[config.mk]
export PLATFORM = sky130hd
export DESIGN_NAME = vec_decode_issue_flat
export DESIGN_NICKNAME = d
export VERILOG_FILES = /design/src/rtl/vec_pkg.sv /design/src/rtl/vec_decode_issue_if.sv /design/src/rtl/vec_decode.sv /design/src/rtl/vec_decode_issue.sv /design/src/flat_wrapper.sv
export SDC_FILE = /design/constraint.sdc
export NUM_CORES = 1
export LEC_CHECK = 0
export BUFFER_PORTS_ARGS = -buffer_cell sky130_fd_sc_hd__buf_4
export CORE_MARGIN = 2
export CORE_UTILIZATION = 43
export DETAILED_ROUTE_END_ITERATION = 16
export PLACE_DENSITY = 0.87
export SLEW_MARGIN = 20
export SYNTH_ARGS = -nofsm -noshare
export SYNTH_HDL_FRONTEND = slang
export SYNTH_SLANG_ARGS = --single-unit
[constraint.sdc]
create_clock -name clk -period 1.8 [get_ports clk]
set_clock_uncertainty 0.05 [all_clocks]
set_input_delay 0.36 -clock clk [delete_from_list [all_inputs] [get_ports clk]]
set_output_delay 0.36 -clock clk [all_outputs]
set_load 0.02 [all_outputs]
[src/rtl/vec_pkg.sv]
// ---------------------------------------------------------------------------
// vec_pkg -- shared definitions for the vector decode/issue slice.
//
// Purpose : opcode encodings, control-word layout (struct plus bit indices)
//           and a helper that sizes the lane-group beat index.
// Ports   : none (package).
// Config  : VEC_DECODE_ISSUE_SCOREBOARD_EN is consumed by vec_decode_issue,
//           nothing here depends on it.
// ---------------------------------------------------------------------------
package vec_pkg;

    localparam logic [5:0] OP_RTYPE  = 6'h00;
    localparam logic [5:0] OP_VRTYPE = 6'h01;
    localparam logic [5:0] OP_BEQ    = 6'h04;
    localparam logic [5:0] OP_ADDI   = 6'h08;
    localparam logic [5:0] OP_LW     = 6'h23;
    localparam logic [5:0] OP_SW     = 6'h2B;

    localparam int CTRL_W          = 9;
    localparam int CTRL_IS_VEC     = 8;
    localparam int CTRL_REG_DST    = 7;
    localparam int CTRL_ALU_OP_HI  = 6;
    localparam int CTRL_ALU_OP_LO  = 5;
    localparam int CTRL_ALU_SRC    = 4;
    localparam int CTRL_BRANCH     = 3;
    localparam int CTRL_MEM_WRITE  = 2;
    localparam int CTRL_REG_WRITE  = 1;
    localparam int CTRL_MEM_TO_REG = 0;

    // Field order matches the CTRL_* indices above, MSB first.
    typedef struct packed {
        logic       is_vec;
        logic       reg_dst;
        logic [1:0] alu_op;
        logic       alu_src;
        logic       branch;
        logic       mem_write;
        logic       reg_write;
        logic       mem_to_reg;
    } ctrl_t;

    // Beat index width; a single-beat configuration still gets one bit.
    function automatic int beat_width(input int nlanes, input int lanes_per_beat);
        int beats;
        beats = nlanes / lanes_per_beat;
        return (beats <= 2) ? 1 : $clog2(beats);
    endfunction

endpackage

[src/rtl/vec_decode_issue_if.sv]
// ---------------------------------------------------------------------------
// vec_decode_issue_if -- fetch-side, writeback-side and EX-side signals of
// the decode/issue stage.
//
// Parameters : DW     immediate width
//              BEAT_W width of the lane-group beat index
// Modports   : slave  -- the decode/issue stage
//              master -- the environment (fetch buffer, writeback, EX)
// Signals    : in_valid/in_ready/in_instn  instruction handshake
//              flush                       taken branch, kill held instruction
//              wb_valid/wb_vec/wb_addr     register writeback notification
//              out_valid/out_ready         issue handshake
//              out_opcode..out_last        issued fields, controls, beat info
// ---------------------------------------------------------------------------
interface vec_decode_issue_if
    import vec_pkg::*;
#(
    parameter int DW     = 32,
    parameter int BEAT_W = 1
);
    logic              in_valid;
    logic              in_ready;
    logic [31:0]       in_instn;
    logic              flush;
    logic              wb_valid;
    logic              wb_vec;
    logic [4:0]        wb_addr;
    logic              out_valid;
    logic              out_ready;
    logic [5:0]        out_opcode;
    logic [5:0]        out_funct;
    logic [4:0]        out_rs;
    logic [4:0]        out_rt;
    logic [4:0]        out_rd;
    logic [4:0]        out_shamt;
    logic [DW-1:0]     out_immd;
    logic [CTRL_W-1:0] out_ctrl;
    logic [BEAT_W-1:0] out_beat;
    logic              out_last;

    modport slave (
        input  in_valid, in_instn, flush, wb_valid, wb_vec, wb_addr, out_ready,
        output in_ready, out_valid, out_opcode, out_funct, out_rs, out_rt,
               out_rd, out_shamt, out_immd, out_ctrl, out_beat, out_last
    );

    modport master (
        output in_valid, in_instn, flush, wb_valid, wb_vec, wb_addr, out_ready,
        input  in_ready, out_valid, out_opcode, out_funct, out_rs, out_rt,
               out_rd, out_shamt, out_immd, out_ctrl, out_beat, out_last
    );
endinterface

[src/rtl/vec_decode.sv]
// ---------------------------------------------------------------------------
// vec_decode -- purely combinational instruction decoder.
//
// Parameters : DW  width of the sign-extended immediate (> 16)
// Ports      : instn   in   32  instruction word
//              opcode  out  6   instn[31:26]
//              rs/rt/rd/shamt out 5, funct out 6
//              immd    out  DW  sign-extended instn[15:0]
//              ctrl    out  ctrl_t control word
//              use_rt  out  1   rt is a true source (R-type, sw, beq)
// ---------------------------------------------------------------------------
module vec_decode
    import vec_pkg::*;
#(
    parameter int DW = 32
) (
    input  logic [31:0]   instn,
    output logic [5:0]    opcode,
    output logic [5:0]    funct,
    output logic [4:0]    rs,
    output logic [4:0]    rt,
    output logic [4:0]    rd,
    output logic [4:0]    shamt,
    output logic [DW-1:0] immd,
    output ctrl_t         ctrl,
    output logic          use_rt
);

    assign opcode = instn[31:26];
    assign rs     = instn[25:21];
    assign rt     = instn[20:16];
    assign rd     = instn[15:11];
    assign shamt  = instn[10:6];
    assign funct  = instn[5:0];
    assign immd   = {{(DW-16){instn[15]}}, instn[15:0]};

    always_comb begin
        ctrl   = '0;
        use_rt = 1'b0;
        case (instn[31:26])
            OP_RTYPE: begin
                ctrl.reg_dst   = 1'b1;
                ctrl.alu_op    = 2'b10;
                ctrl.reg_write = 1'b1;
                use_rt         = 1'b1;
            end
            OP_VRTYPE: begin
                ctrl.is_vec    = 1'b1;
                ctrl.reg_dst   = 1'b1;
                ctrl.alu_op    = 2'b10;
                ctrl.reg_write = 1'b1;
                use_rt         = 1'b1;
            end
            OP_LW: begin
                ctrl.alu_src    = 1'b1;
                ctrl.reg_write  = 1'b1;
                ctrl.mem_to_reg = 1'b1;
            end
            OP_SW: begin
                ctrl.alu_src   = 1'b1;
                ctrl.mem_write = 1'b1;
                use_rt         = 1'b1;
            end
            OP_BEQ: begin
                ctrl.branch = 1'b1;
                ctrl.alu_op = 2'b01;
                use_rt      = 1'b1;
            end
            OP_ADDI: begin
                ctrl.alu_src   = 1'b1;
                ctrl.reg_write = 1'b1;
            end
            default: ;  // unknown opcode issues as a nop
        endcase
    end

endmodule

[src/rtl/vec_decode_issue.sv]
// ---------------------------------------------------------------------------
// vec_decode_issue -- decode/issue stage between the fetch buffer and EX.
//
// Decodes one instruction, interlocks RAW hazards against a scalar/vector
// scoreboard and issues vector operations as NLANES/LANES_PER_BEAT beats.
//
// Parameters : NLANES          vector lanes (power of two, 2..64)
//              LANES_PER_BEAT  lanes per issued beat (divides NLANES)
//              DW              immediate width
// Ports      : clk   in  clock, rising edge
//              rst   in  asynchronous active-high reset
//              bus   vec_decode_issue_if.slave (BEAT_W must equal
//                    vec_pkg::beat_width(NLANES, LANES_PER_BEAT))
// Config     : VEC_DECODE_ISSUE_SCOREBOARD_EN -- when defined, a scoreboard
//              and hazard interlock are built; otherwise hazard is tied low
//              and the writeback inputs are ignored.
// ---------------------------------------------------------------------------
module vec_decode_issue
    import vec_pkg::*;
#(
    parameter int NLANES         = 8,
    parameter int LANES_PER_BEAT = 8,
    parameter int DW             = 32
) (
    input  logic              clk,
    input  logic              rst,
    vec_decode_issue_if.slave bus
);

    localparam int BEATS  = NLANES / LANES_PER_BEAT;
    localparam int BEAT_W = beat_width(NLANES, LANES_PER_BEAT);
    localparam logic [BEAT_W-1:0] LAST_BEAT = BEAT_W'(BEATS - 1);

    // Decode (combinational on the incoming word)
    logic [5:0]    dec_opcode;
    logic [5:0]    dec_funct;
    logic [4:0]    dec_rs;
    logic [4:0]    dec_rt;
    logic [4:0]    dec_rd;
    logic [4:0]    dec_shamt;
    logic [DW-1:0] dec_immd;
    ctrl_t         dec_ctrl;
    logic          dec_use_rt;

    vec_decode #(.DW(DW)) u_decode (
        .instn  (bus.in_instn),
        .opcode (dec_opcode),
        .funct  (dec_funct),
        .rs     (dec_rs),
        .rt     (dec_rt),
        .rd     (dec_rd),
        .shamt  (dec_shamt),
        .immd   (dec_immd),
        .ctrl   (dec_ctrl),
        .use_rt (dec_use_rt)
    );

    logic              vld_p1;
    logic [5:0]        opcode_p1;
    logic [5:0]        funct_p1;
    logic [4:0]        rs_p1;
    logic [4:0]        rt_p1;
    logic [4:0]        rd_p1;
    logic [4:0]        shamt_p1;
    logic [DW-1:0]     immd_p1;
    ctrl_t             ctrl_p1;
    logic [BEAT_W-1:0] beat_p1;

    logic [4:0] dest_p1;
    logic       last_p1;
    logic       beat_fire;
    logic       retire;
    logic       hazard;
    logic       in_ready;
    logic       load;

    assign dest_p1   = ctrl_p1.reg_dst ? rd_p1 : rt_p1;
    assign last_p1   = vld_p1 & (~ctrl_p1.is_vec | (beat_p1 == LAST_BEAT));
    assign beat_fire = vld_p1 & bus.out_ready;
    assign retire    = beat_fire & last_p1;

    // A new instruction may enter only when the slot is free or its final
    // beat leaves this cycle; flush kills whatever would have been loaded.
    assign in_ready = ~hazard & (~vld_p1 | (bus.out_ready & last_p1));
    assign load     = bus.in_valid & in_ready & ~bus.flush;

`ifdef VEC_DECODE_ISSUE_SCOREBOARD_EN
    logic [31:0] spend;
    logic [31:0] vpend;
    logic [31:0] wb_onehot;
    logic [31:0] spend_eff;
    logic [31:0] vpend_eff;
    logic [31:0] set_s;
    logic [31:0] set_v;
    logic [31:0] file_pend;
    logic        held_match;
    logic        rs_haz;
    logic        rt_haz;

    // Writeback clears are applied combinationally so an instruction waiting
    // on that register can be accepted in the same cycle.
    always_comb begin
        wb_onehot = 32'd1 << bus.wb_addr;
        spend_eff = spend;
        vpend_eff = vpend;
        if (bus.wb_valid && !bus.wb_vec) spend_eff = spend & ~wb_onehot;
        if (bus.wb_valid &&  bus.wb_vec) vpend_eff = vpend & ~wb_onehot;

        set_s = '0;
        set_v = '0;
        if (retire && !bus.flush && ctrl_p1.reg_write && (dest_p1 != 5'd0)) begin
            if (ctrl_p1.is_vec) set_v = 32'd1 << dest_p1;
            else                set_s = 32'd1 << dest_p1;
        end

        // The held instruction has not set its bit yet, so its destination
        // is compared directly against the incoming sources.
        file_pend  = dec_ctrl.is_vec ? vpend_eff : spend_eff;
        held_match = vld_p1 & ctrl_p1.reg_write & (ctrl_p1.is_vec == dec_ctrl.is_vec)
                   & (dest_p1 != 5'd0);
        rs_haz = (dec_rs != 5'd0) &
                 (file_pend[dec_rs] | (held_match & (dec_rs == dest_p1)));
        rt_haz = dec_use_rt & (dec_rt != 5'd0) &
                 (file_pend[dec_rt] | (held_match & (dec_rt == dest_p1)));
        hazard = rs_haz | rt_haz;
    end

    // Set is OR-ed after the clear so a same-cycle set/clear leaves the bit
    // set; register 0 is masked so it can never stall anything.
    always_ff @(posedge clk or posedge rst) begin
        if (rst) begin
            spend <= '0;
            vpend <= '0;
        end else begin
            spend <= (spend_eff | set_s) & ~32'd1;
            vpend <= (vpend_eff | set_v) & ~32'd1;
        end
    end
`else
    logic unused_sb;

    assign hazard    = 1'b0;
    assign unused_sb = ^{dec_use_rt, bus.wb_valid, bus.wb_vec, bus.wb_addr};
`endif

    // ---- stage p0 -> p1 : issue register and beat counter ----
    always_ff @(posedge clk or posedge rst) begin
        if (rst) begin
            vld_p1    <= 1'b0;
            beat_p1   <= '0;
            opcode_p1 <= '0;
            funct_p1  <= '0;
            rs_p1     <= '0;
            rt_p1     <= '0;
            rd_p1     <= '0;
            shamt_p1  <= '0;
            immd_p1   <= '0;
            ctrl_p1   <= '0;
        end else if (bus.flush) begin
            vld_p1  <= 1'b0;
            beat_p1 <= '0;
        end else if (load) begin
            vld_p1    <= 1'b1;
            beat_p1   <= '0;
            opcode_p1 <= dec_opcode;
            funct_p1  <= dec_funct;
            rs_p1     <= dec_rs;
            rt_p1     <= dec_rt;
            rd_p1     <= dec_rd;
            shamt_p1  <= dec_shamt;
            immd_p1   <= dec_immd;
            ctrl_p1   <= dec_ctrl;
        end else if (retire) begin
            vld_p1  <= 1'b0;
            beat_p1 <= '0;
        end else if (beat_fire) begin
            beat_p1 <= beat_p1 + BEAT_W'(1);
        end
    end

    assign bus.in_ready   = in_ready;
    assign bus.out_valid  = vld_p1;
    assign bus.out_opcode = opcode_p1;
    assign bus.out_funct  = funct_p1;
    assign bus.out_rs     = rs_p1;
    assign bus.out_rt     = rt_p1;
    assign bus.out_rd     = rd_p1;
    assign bus.out_shamt  = shamt_p1;
    assign bus.out_immd   = immd_p1;
    assign bus.out_ctrl   = ctrl_p1;
    assign bus.out_beat   = beat_p1;
    assign bus.out_last   = last_p1;

endmodule

[src/flat_wrapper.sv]
// flat-port wrapper written by rule: the top's interface ports become plain ports
module vec_decode_issue_flat import vec_pkg::*;
#(
    parameter int NLANES         = 8,
    parameter int LANES_PER_BEAT = 8,
    parameter int DW             = 32
)
  (clk, rst, bus_in_valid, bus_in_instn, bus_flush, bus_wb_valid, bus_wb_vec, bus_wb_addr, bus_out_ready, bus_in_ready, bus_out_valid, bus_out_opcode, bus_out_funct, bus_out_rs, bus_out_rt, bus_out_rd, bus_out_shamt, bus_out_immd, bus_out_ctrl, bus_out_beat, bus_out_last);
  vec_decode_issue_if #(.DW(DW), .BEAT_W(2)) bus_i ();
  input  logic clk;
  input  logic rst;
  input wire logic [$bits(bus_i.in_valid)-1:0] bus_in_valid;
  input wire logic [$bits(bus_i.in_instn)-1:0] bus_in_instn;
  input wire logic [$bits(bus_i.flush)-1:0] bus_flush;
  input wire logic [$bits(bus_i.wb_valid)-1:0] bus_wb_valid;
  input wire logic [$bits(bus_i.wb_vec)-1:0] bus_wb_vec;
  input wire logic [$bits(bus_i.wb_addr)-1:0] bus_wb_addr;
  input wire logic [$bits(bus_i.out_ready)-1:0] bus_out_ready;
  output wire logic [$bits(bus_i.in_ready)-1:0] bus_in_ready;
  output wire logic [$bits(bus_i.out_valid)-1:0] bus_out_valid;
  output wire logic [$bits(bus_i.out_opcode)-1:0] bus_out_opcode;
  output wire logic [$bits(bus_i.out_funct)-1:0] bus_out_funct;
  output wire logic [$bits(bus_i.out_rs)-1:0] bus_out_rs;
  output wire logic [$bits(bus_i.out_rt)-1:0] bus_out_rt;
  output wire logic [$bits(bus_i.out_rd)-1:0] bus_out_rd;
  output wire logic [$bits(bus_i.out_shamt)-1:0] bus_out_shamt;
  output wire logic [$bits(bus_i.out_immd)-1:0] bus_out_immd;
  output wire logic [$bits(bus_i.out_ctrl)-1:0] bus_out_ctrl;
  output wire logic [$bits(bus_i.out_beat)-1:0] bus_out_beat;
  output wire logic [$bits(bus_i.out_last)-1:0] bus_out_last;
  assign bus_i.in_valid = bus_in_valid;
  assign bus_i.in_instn = bus_in_instn;
  assign bus_i.flush = bus_flush;
  assign bus_i.wb_valid = bus_wb_valid;
  assign bus_i.wb_vec = bus_wb_vec;
  assign bus_i.wb_addr = bus_wb_addr;
  assign bus_i.out_ready = bus_out_ready;
  assign bus_in_ready = bus_i.in_ready;
  assign bus_out_valid = bus_i.out_valid;
  assign bus_out_opcode = bus_i.out_opcode;
  assign bus_out_funct = bus_i.out_funct;
  assign bus_out_rs = bus_i.out_rs;
  assign bus_out_rt = bus_i.out_rt;
  assign bus_out_rd = bus_i.out_rd;
  assign bus_out_shamt = bus_i.out_shamt;
  assign bus_out_immd = bus_i.out_immd;
  assign bus_out_ctrl = bus_i.out_ctrl;
  assign bus_out_beat = bus_i.out_beat;
  assign bus_out_last = bus_i.out_last;
  vec_decode_issue #(.NLANES(NLANES), .LANES_PER_BEAT(LANES_PER_BEAT), .DW(DW)) u_core (.clk(clk), .rst(rst), .bus(bus_i));
endmodule
==> results by group, run 1 <==
Clock network
  – Clock-pin slew on the worst setup and hold paths: 0.08 ns
  – Num Clock Sinks: 42
  – CTS H-tree depth: 2
  – CTS tree: yes
  – CTS root buffer: clkbuf_8
  – Hold-fix buffers, CTS: 0
  – Cts bufs inserted: 5
  – Clock buffer depth: 2
  – Clock latency on the worst-skew pair: 0.29 ns
  – Post-CTS Setup Bufs: 0

Critical path
  – Crit-path cells: and3_2, nor4_4, buf_4, mux2_2
  – Crit path DAT: 1.78 ns
  – Setup crit end kind: flop
  – Crit start category: flop
  – Max stage delay on crit path: 0.42 ns
  – Crit Path Class: flop to flop
  – Slowest CP cell: dfrtp_1
  – CP max FO: 17
  – WP depth: 4
  – CP delay by family, top: flip-flops
  – Register-to-register setup slack: 0.15 ns
  – WP buf/inv: 1
  – Worst-case reg-to-reg path depth: 4
  – Worst Path Required: 1.93 ns

Layout
  – Final instance area: 2740 sq um
  – Core Util, Final: 62.1%
  – Fill cell count: 377
  – Area grow syn2layout: 36.7%
  – Storage cell area: 1050 sq um
  – NumNets Final: 281
  – Area occupied by multi-input gates: 619 sq um
  – Layout cells sized above 1: 69.3%
  – N_diodes: 0

Yosys
  – Register area share after synthesis: 52.4%
  – Top-count cell post-synth: dfrtp_1
  – Netlist cell types: 24
  – Syn avg cell area: 13.1 sq um
  – Largest cells by area after synthesis: dfrtp_1, mux2_2, buf_4
  – Synthesized area: 2000 sq um
  – Compound-Gate Fraction of Synth Area: 2.18%
  – Multiplexer area fraction after synthesis: 22.3%
  – Post-synthesis adder-cell area fraction: 0%
  – Synth Area in Simple Gates: 6.24%
  – FF+latch count, synth: 42
  – Synth top area share: 52.4%
  – Most frequent cells after synthesis: dfrtp_1, buf_4, mux2_2
  – Syn Nets: 197
  – Asr flop ratio synth: 100%
  – Largest family of logic cells by synthesized area: multiplexers
  – Post-Synthesis Cells: 153
  – Yosys synthesis warning count: 0
  – Ys flop type: dfrtp_1
  – Post-synthesis xor/xnor area fraction: 0%
  – EDFF count, synth: 0
  – Area leader, netlist: dfrtp_1

Die
  – Die width: 72.3 um
  – Die area: 5220 sq um
  – Die Y: 72.3 um
  – Row count: 24
  – CORE AREA: 4410 sq um
  – Starting Density: 45.4%
  – I/O pins: 122

Detailed routing
  – Vias/cell: 4.82
  – Total wire length: 3.91 mm
  – Drt drc: 0
  – Wire per inst: 13.5 um
  – Starting DRT DRC Count: 53
  – Vias: 1,398
  – DR pass1 iterations: 3
  – Remaining antenna violation count: 0

Place
  – Hpwl dp: 3.04 mm
  – Final GP Congestion: 0.703
  – Placed instance area: 2650 sq um
  – I/O Buffers: 113

Global route
  – Initial antenna violation count: 0
  – First-pass GRT wire length: 6.25 mm
  – Pin count of the biggest net entering global routing: 27
  – All-layer global routing usage: 15.5%
  – Overflow left after global routing: 0
  – Vias in the first global route: 1,332

STA
  – Period utilization: 91.9%
  – Fmax: 604 MHz
  – RSZ-0062 raised after global routing: no
  – Final slew viol count: 0
  – Final hold vios: 0
  – Sum Neg Setup Slack: 0 ns
  – Final setup viols: 0
  – Final min period: 1.65 ns

Power and ir drop
  – Leak: 1.38 nW
  – Peak VDD IR: 0.507 mV
  – Power density cells: 1020 nW/um^2

Outcome
  – Status: finished clean

Hold path
  – Hold Path Class: primary input to asynchronous set/reset pin

Job
  – MaxCap Viol Count: 0
[layout by cell type, fill, tap and decap left out, types with 2 or more instances in the layout]
| cell type | netlist | routed |
|---|---|---|
| dfrtp_1 | 42 | 42 |
| mux2_2 | 35 | 35 |
| nand2_1 | 2 | 2 |
| nor3_1 | 3 | 3 |
| nor2_1 | 3 | 3 |
| clkbuf_8 | 0 | 6 |
| inv_1 | 7 | 6 |
| nand3_1 | 2 | 2 |
| buf_4 | 35 | 114 |
| mux2_1 | 2 | 2 |
| mux2i_1 | 3 | 3 |
| a21oi_1 | 3 | 3 |
[per-stage QoR]
| step | std cells | hold slack [ns] | power, mW | setup slack [ns] |
|---|---|---|---|---|
| after floorplan | 153 | 0.373 | 1.87 | 0.114 |
| after global placement | 282 | 0.319 | 2.19 | 0.0975 |
| after detailed placement | 282 | 0.322 | 2.21 | 0.0857 |
| after CTS | 290 | 0.00270 | 2.83 | 0.0610 |
| after global routing | 290 | 0.0174 | 2.93 | 0.0343 |
| final | 290 | 0.00206 | 2.78 | 0.145 |
[logic make-up (layout without fill, tap and decap cells)]
logic type,count (synthesis),count (layout)
buf+inv,46,131
flops,42,42
mux,40,40
simple gates,18,18
compound gates,6,6
other cells,1,1
[registers in the layout, indices dropped and copies added (netlist names)]
signal	flops
u_core.bus.out_immd	15
u_core.bus.out_ctrl	8
u_core.bus.out_opcode	6
u_core.bus.out_rs	5
u_core.bus.out_rt	5
u_core.beat_p1	1
u_core.bus.out_rd	1
u_core.bus.out_valid	1
[final timing paths]
kind	to	startpoint
setup / recovery	u_core.bus.out_immd[6]	u_core.bus.out_valid
max in group asynchronous	u_core.bus.out_rs[4]	rst
setup reg to reg	u_core.bus.out_immd[6]	u_core.bus.out_valid
hold / removal	u_core.bus.out_immd[13]	rst
min in group clk	u_core.bus.out_valid	bus_flush
hold reg to reg	u_core.bus.out_rt[4]	u_core.bus.out_rt[4]
[what timing repair did]
item,in CTS,in global routing
gates resized for setup,0,1
endpoints found under the hold margin,0,0
setup endpoints to repair,0,12
[cell type report]
class	count	share of cell area, %
well taps	52	2.37
clock inverters	1	0.183
inverters	7	0.959
flip-flops and latches	42	38.4
repair buffers	116	32.4
multi-input cells	65	22.6
clock buffers	7	3.15
[routing by layer]
| metal | routed length (um) | vias to the layer above | global-route usage, % |
|---|---|---|---|
| li1 | - | 653 | - |
| met1 | 1450 | 670 | 18.0 |
| met2 | 1990 | 70 | 26.6 |
| met3 | 434 | 5 | 4.72 |
| met4 | 43 | 0 | 6.29 |
| met5 | 0 | - | 0 |
[where the power goes]
group / internal (mW) / switching [mW] / leakage [nW]
Combinational: 0.485 / 0.522 / 0.818
Sequential: 1.07 / 0.0949 / 0.514
Clock: 0.309 / 0.298 / 0.0482
Total: 1.87 / 0.915 / 1.38
Note: power is estimated with default switching activity, not from simulation.
==> run 2, diff against run 1 <==
CORE_UTILIZATION = 44   (was 43)
CTS_BUF_LIST = sky130_fd_sc_hd__clkbuf_4   (was default)
PLACE_DENSITY = 0.89   (was 0.87)
==> run 2 against run 1 <==
Critical path depth did not move. Register-to-register slack got worse by 0.03 ns. Worst hold slack improved by 0.14 ns. Global-route usage up 0.39 points. First-iteration DRC count decreased by 58%.
==> results by group, run 2 (same netlist as run 1, synthesis figures left out) <==
Clock network
  – Cts repair resizes: 0
  – Clock latency on the worst-skew pair: 0.34 ns
  – Cts bufs inserted: 5
  – CTS tree: yes
  – CTS H-tree depth: 2
  – Num Clock Sinks: 42
  – CTS root buffer: clkbuf_4
  – Clock buffer depth: 2
  – Post-CTS Setup Bufs: 0
  – Clock-pin slew on the worst setup and hold paths: 0.12 ns
  – Hold-fix buffers, CTS: 1

Layout
  – Most frequent cells in the layout: buf_4, dfrtp_1, mux2_2
  – Area grow syn2layout: 36.6%
  – Max FFs per register: 15
  – N_diodes: 0
  – Commonest non-fill, non-tap cell in the layout: buf_4
  – Layout cells sized above 1: 69.3%
  – NumNets Final: 281

Die
  – I/O pins: 122
  – Die area: 5110 sq um
  – Die Y: 71.5 um
  – Starting Density: 45.7%
  – Row count: 24
  – Die width: 71.5 um
  – CORE AREA: 4380 sq um

Detailed routing
  – Vias/cell: 4.73
  – Starting DRT DRC Count: 22
  – DR pass1 iterations: 4
  – Wire per inst: 13.8 um
  – Routed wl met3: 490 um
  – Metal2 WL: 1.96 mm
  – Total wire length: 4.00 mm
  – Remaining antenna violation count: 0
  – Drt drc: 0
  – Met1 Routed Length: 1.53 mm
  – Top Layer Used: met4
  – Vias: 1,373

Global route
  – First-pass GRT wire length: 6.27 mm
  – Vias in the first global route: 1,352
  – Overflow left after global routing: 0
  – Initial antenna violation count: 0
  – Pin count of the biggest net entering global routing: 41
  – All-layer global routing usage: 15.9%

Power and ir drop
  – Internal: 1.85 mW
  – Sequential share of power: 42.2%
  – Peak VDD IR: 0.526 mV
  – Logic gate share of total power: 36.5%
  – Leak: 1.38 nW
  – Clk pwr share: 21.3%
  – Switching Fraction: 33.4%
  – NetSw: 925 uW
  – Power density cells: 1010 nW/um^2

Critical path
  – Worst Path Required: 1.98 ns
  – Max stage delay on crit path: 0.45 ns
  – WP buf/inv: 1
  – Crit start category: flop
  – Crit Path Class: flop to flop
  – Reg2reg start: u_core.bus.out_valid
  – CP delay by family, top: flip-flops
  – CP startpoint: u_core.bus.out_valid
  – Setup crit end kind: flop
  – Slowest CP cell: dfrtp_1
  – CP max FO: 40
  – Crit path DAT: 1.86 ns
  – Crit-path cells: and3_2, nor4_4, buf_12, mux2_2

Place
  – I/O Buffers: 113
  – Hpwl dp: 3.03 mm
  – Final GP Congestion: 0.741

STA
  – Final min period: 1.68 ns
  – Fin Hold WS: 0.139 ns
  – Final hold vios: 0
  – Final setup viols: 0
  – RSZ-0062 raised after global routing: no
  – Fmax: 595 MHz
  – Period utilization: 93.3%
  – Sum Neg Setup Slack: 0 ns
  – Final slew viol count: 0

Hold path
  – Hold Path Class: primary input to flop
  – Hold path start: bus_flush

Job
  – MaxCap Viol Count: 0

Outcome
  – Status: finished clean
-- run 2: changes by cell type in the layout (fill, tap and decap cells not counted), sizes merged --
cell         before  now
clkbuf            7    5
buf             116  115
bufinv            0    1
clkinv            1    2
dlygate4sd3       0    1
-- run 2: worst paths after layout --
kind	end	slack [ns]	cells after the start
worst min register to register	u_core.bus.out_rt[4]	0.45	1
min in group asynchronous	u_core.bus.out_rs[2]	0.44	3
worst max-delay path	u_core.bus.out_immd[11]	0.12	4
max in group asynchronous	u_core.bus.out_rs[3]	0.81	4
worst max register to register	u_core.bus.out_immd[11]	0.12	4
worst min-delay path	u_core.bus.out_valid	0.14	2
-- run 2: final cells by class --
class / count / area [sq um]
Fill cell: 346 / 1650
Sequential cell: 42 / 1050
Timing Repair Buffer: 116 / 898
Multi-Input combinational cell: 65 / 619
Tap cell: 52 / 65.1
Clock inverter: 3 / 40.0
Clock buffer: 5 / 37.5
Inverter: 7 / 26.3
-- run 2: layer usage --
layer  GRT usage (%)  vias to the layer above
met2            26.5                       85
met4            5.03                        0
li1                -                      654
met3            6.47                        2
met1            18.7                      632
met5               0                        -
-- run 2: stage by stage --
stage | util [%] | instances | total power, mW | area, sq um | setup slack, ns
global placement | 60.4 | 281 | 2.19 | 2650 | 0.155
CTS | 62.4 | 290 | 2.82 | 2740 | 0.105
global route | 62.4 | 290 | 2.91 | 2740 | 0.0276
detailed placement | 60.4 | 281 | 2.21 | 2650 | 0.130
finish | 62.4 | 290 | 2.77 | 2740 | 0.120
floorplan | - | 153 | 1.87 | 2000 | 0.114
-- run 2: worst reg2reg max path, stage by stage, from the launching register on --
cell	delay (ns)
dfrtp_1	0.45
and3_2	0.25
nor4_4	0.18
buf_12	0.27
mux2_2	0.37
-- run 2: power groups by stage --
stage                     sequential [mW]  clock [mW]  combinational, mW
after floorplan                      1.34           0              0.531
after global placement               1.18           0               1.01
after detailed placement             1.19           0               1.02
after CTS                            1.17       0.620               1.02
after global routing                 1.19       0.653               1.06
final                                1.17       0.589               1.01
==> run 3, diff against run 2 <==
REMOVE_ABC_BUFFERS = 1   (was default)
==> run 3 against run 2 <==
The run now ends with negative setup slack left. Flip-flop and latch count stayed put. Setup slack worse by 0.13 ns. Wire length is 15% higher. Combinational power hardly changed. Via count is 5.4% higher. Critical path depth is 2 higher. Global-route usage is 0.53 points higher. Critical endpoint is now u_core.bus.out_opcode[1]. Power is 6.4% higher. Worst hold slack worse by 0.070 ns.
==> results by group, run 3 (same netlist as run 1, synthesis figures left out) <==
Outcome
  – Status: finished, violations left
  – Failing checks: negative setup slack

Power and ir drop
  – Peak VDD IR: 0.475 mV
  – Sequential share of power: 39.7%
  – Leak: 1.42 nW
  – Logic gate share of total power: 35.2%
  – NetSw: 949 uW
  – Clk pwr share: 25.1%
  – Total power: 2.95 mW
  – Internal: 2.00 mW
  – Power density cells: 1040 nW/um^2
  – Switching Fraction: 32.2%

Critical path
  – CP max FO: 19
  – WP buf/inv: 3
  – Crit start category: flop
  – Slowest CP cell: dfrtp_1
  – Worst Path Required: 1.99 ns
  – Crit-path cells: buf_4, nor2b_4, nor4_4, buf_6, buf_12, mux2_2
  – CP delay by family, top: buffers and inverters
  – CP startpoint: u_core.bus.out_valid
  – Max stage delay on crit path: 0.44 ns
  – Crit path DAT: 2.00 ns
  – Crit Path Class: flop to flop
  – Reg2reg start: u_core.bus.out_valid
  – Setup crit end kind: flop

Detailed routing
  – Drt drc: 0
  – Total wire length: 4.60 mm
  – Remaining antenna violation count: 0
  – DR pass1 iterations: 4
  – Wire per inst: 15.5 um
  – Vias/cell: 4.87
  – Starting DRT DRC Count: 59
  – Vias: 1,447

Layout
  – Most frequent cells in the layout: buf_4, dfrtp_1, mux2_2
  – Count of non-filler cells in the finished layout: 297
  – Layout cells sized above 1: 69.8%
  – Area grow syn2layout: 41.3%
  – N_diodes: 0
  – Commonest non-fill, non-tap cell in the layout: buf_4
  – NumNets Final: 288
  – Max FFs per register: 15

STA
  – Least-Margin Pin Slew: 0.531 ns
  – Final min period: 1.81 ns
  – Sum Neg Setup Slack: -0.0473 ns
  – Final slew viol count: 0
  – Period utilization: 101%
  – Fmax: 552 MHz
  – Max transition margin: 64.6%
  – Final hold vios: 0
  – Final setup viols: 10
  – PnR worst setup slack: -0.0109 ns

Global route
  – Initial antenna violation count: 0
  – Overflow left after global routing: 0
  – Pin count of the biggest net entering global routing: 43
  – All-layer global routing usage: 16.4%
  – First-pass GRT wire length: 6.57 mm
  – Vias in the first global route: 1,367

Die
  – CORE AREA: 4380 sq um
  – I/O pins: 122
  – Starting Density: 45.7%
  – Row count: 24
  – Die Y: 71.5 um
  – Die area: 5110 sq um
  – Die width: 71.5 um

Clock network
  – Clock latency on the worst-skew pair: 0.35 ns
  – CTS root buffer: clkbuf_4
  – Clock-pin slew on the worst setup and hold paths: 0.13 ns
  – Num Clock Sinks: 42
  – Cts bufs inserted: 5
  – CTS tree: yes
  – CTS H-tree depth: 2
  – Clock buffer depth: 2
  – Hold-fix buffers, CTS: 0

Place
  – I/O Buffers: 113
  – Final GP Congestion: 0.811
  – Hpwl dp: 3.18 mm
  – Placed insts: 282

Job
  – MaxCap Viol Count: 0

Hold path
  – Hold Path Class: primary input to asynchronous set/reset pin
[run 3: cell count changes in the layout (fill, tap and decap cells not counted), sizes merged]
cell | previous run | this run
buf | 115 | 122
bufinv | 1 | 2
clkbuf | 5 | 6
dlygate4sd3 | 1 | 0
inv | 7 | 6
[run 3: what timing repair did]
item / 4_1_cts / 5_1_grt
resized for setup: 0 / 6
endpoints found under the setup margin: 0 / 36
setup buffers: 0 / 5
[run 3: worst paths after layout]
kind | endpoint | depth (start not counted) | slack, ns
max reg2reg | u_core.bus.out_opcode[1] | 6 | -0.01
min in group clk | u_core.bus.out_valid | 2 | 0.16
min reg2reg | u_core.bus.out_rs[1] | 1 | 0.47
min | u_core.bus.out_rd[4] | 3 | 0.07
max | u_core.bus.out_opcode[1] | 6 | -0.01
max in group asynchronous | u_core.bus.out_rs[3] | 3 | 1.26
[run 3: tightest hold or removal path, delay by kind of cell]
family | cells | cell delay, ns
buf+inv | 3 | 0.58
[run 3: area by class of cell]
type,count,area [sq um]
clock buffers,5,37.5
clock inverters,3,63.8
fillers,333,1550
inverters,7,26.3
multi-input cells,65,623
flip-flops and latches,42,1050
well taps,52,65.1
repair buffers,123,965
[run 3: per-stage QoR]
step / utilization (%) / hold WS (ns) / instance area [sq um] / setup WS, ns
2_1_floorplan: - / 0.373 / 1700 / -1.21
3_3_place_gp: 60.3 / 0.422 / 2650 / 0.104
3_5_place_dp: 60.3 / 0.436 / 2650 / 0.0679
4_1_cts: 62.6 / 0.0828 / 2750 / 0.0518
5_1_grt: 64.6 / 0.107 / 2830 / -0.0415
6_report: 64.6 / 0.0700 / 2830 / -0.0109
[run 3: per-layer routing]
layer / vias to the layer above / GRT usage, % / wire length (um)
li1: 664 / - / -
met5: - / 0 / 0
met1: 699 / 20.0 / 1800
met4: 0 / 7.34 / 96
met3: 9 / 4.08 / 336
met2: 75 / 27.6 / 2370
[run 3: power groups by stage]
stage	registers [mW]	clock network, mW	logic [mW]
floorplan	1.50	0	0.177
global placement	1.18	0	1.00
detailed placement	1.19	0	1.02
CTS	1.17	0.758	1.02
global route	1.19	0.800	1.09
finish	1.17	0.739	1.04
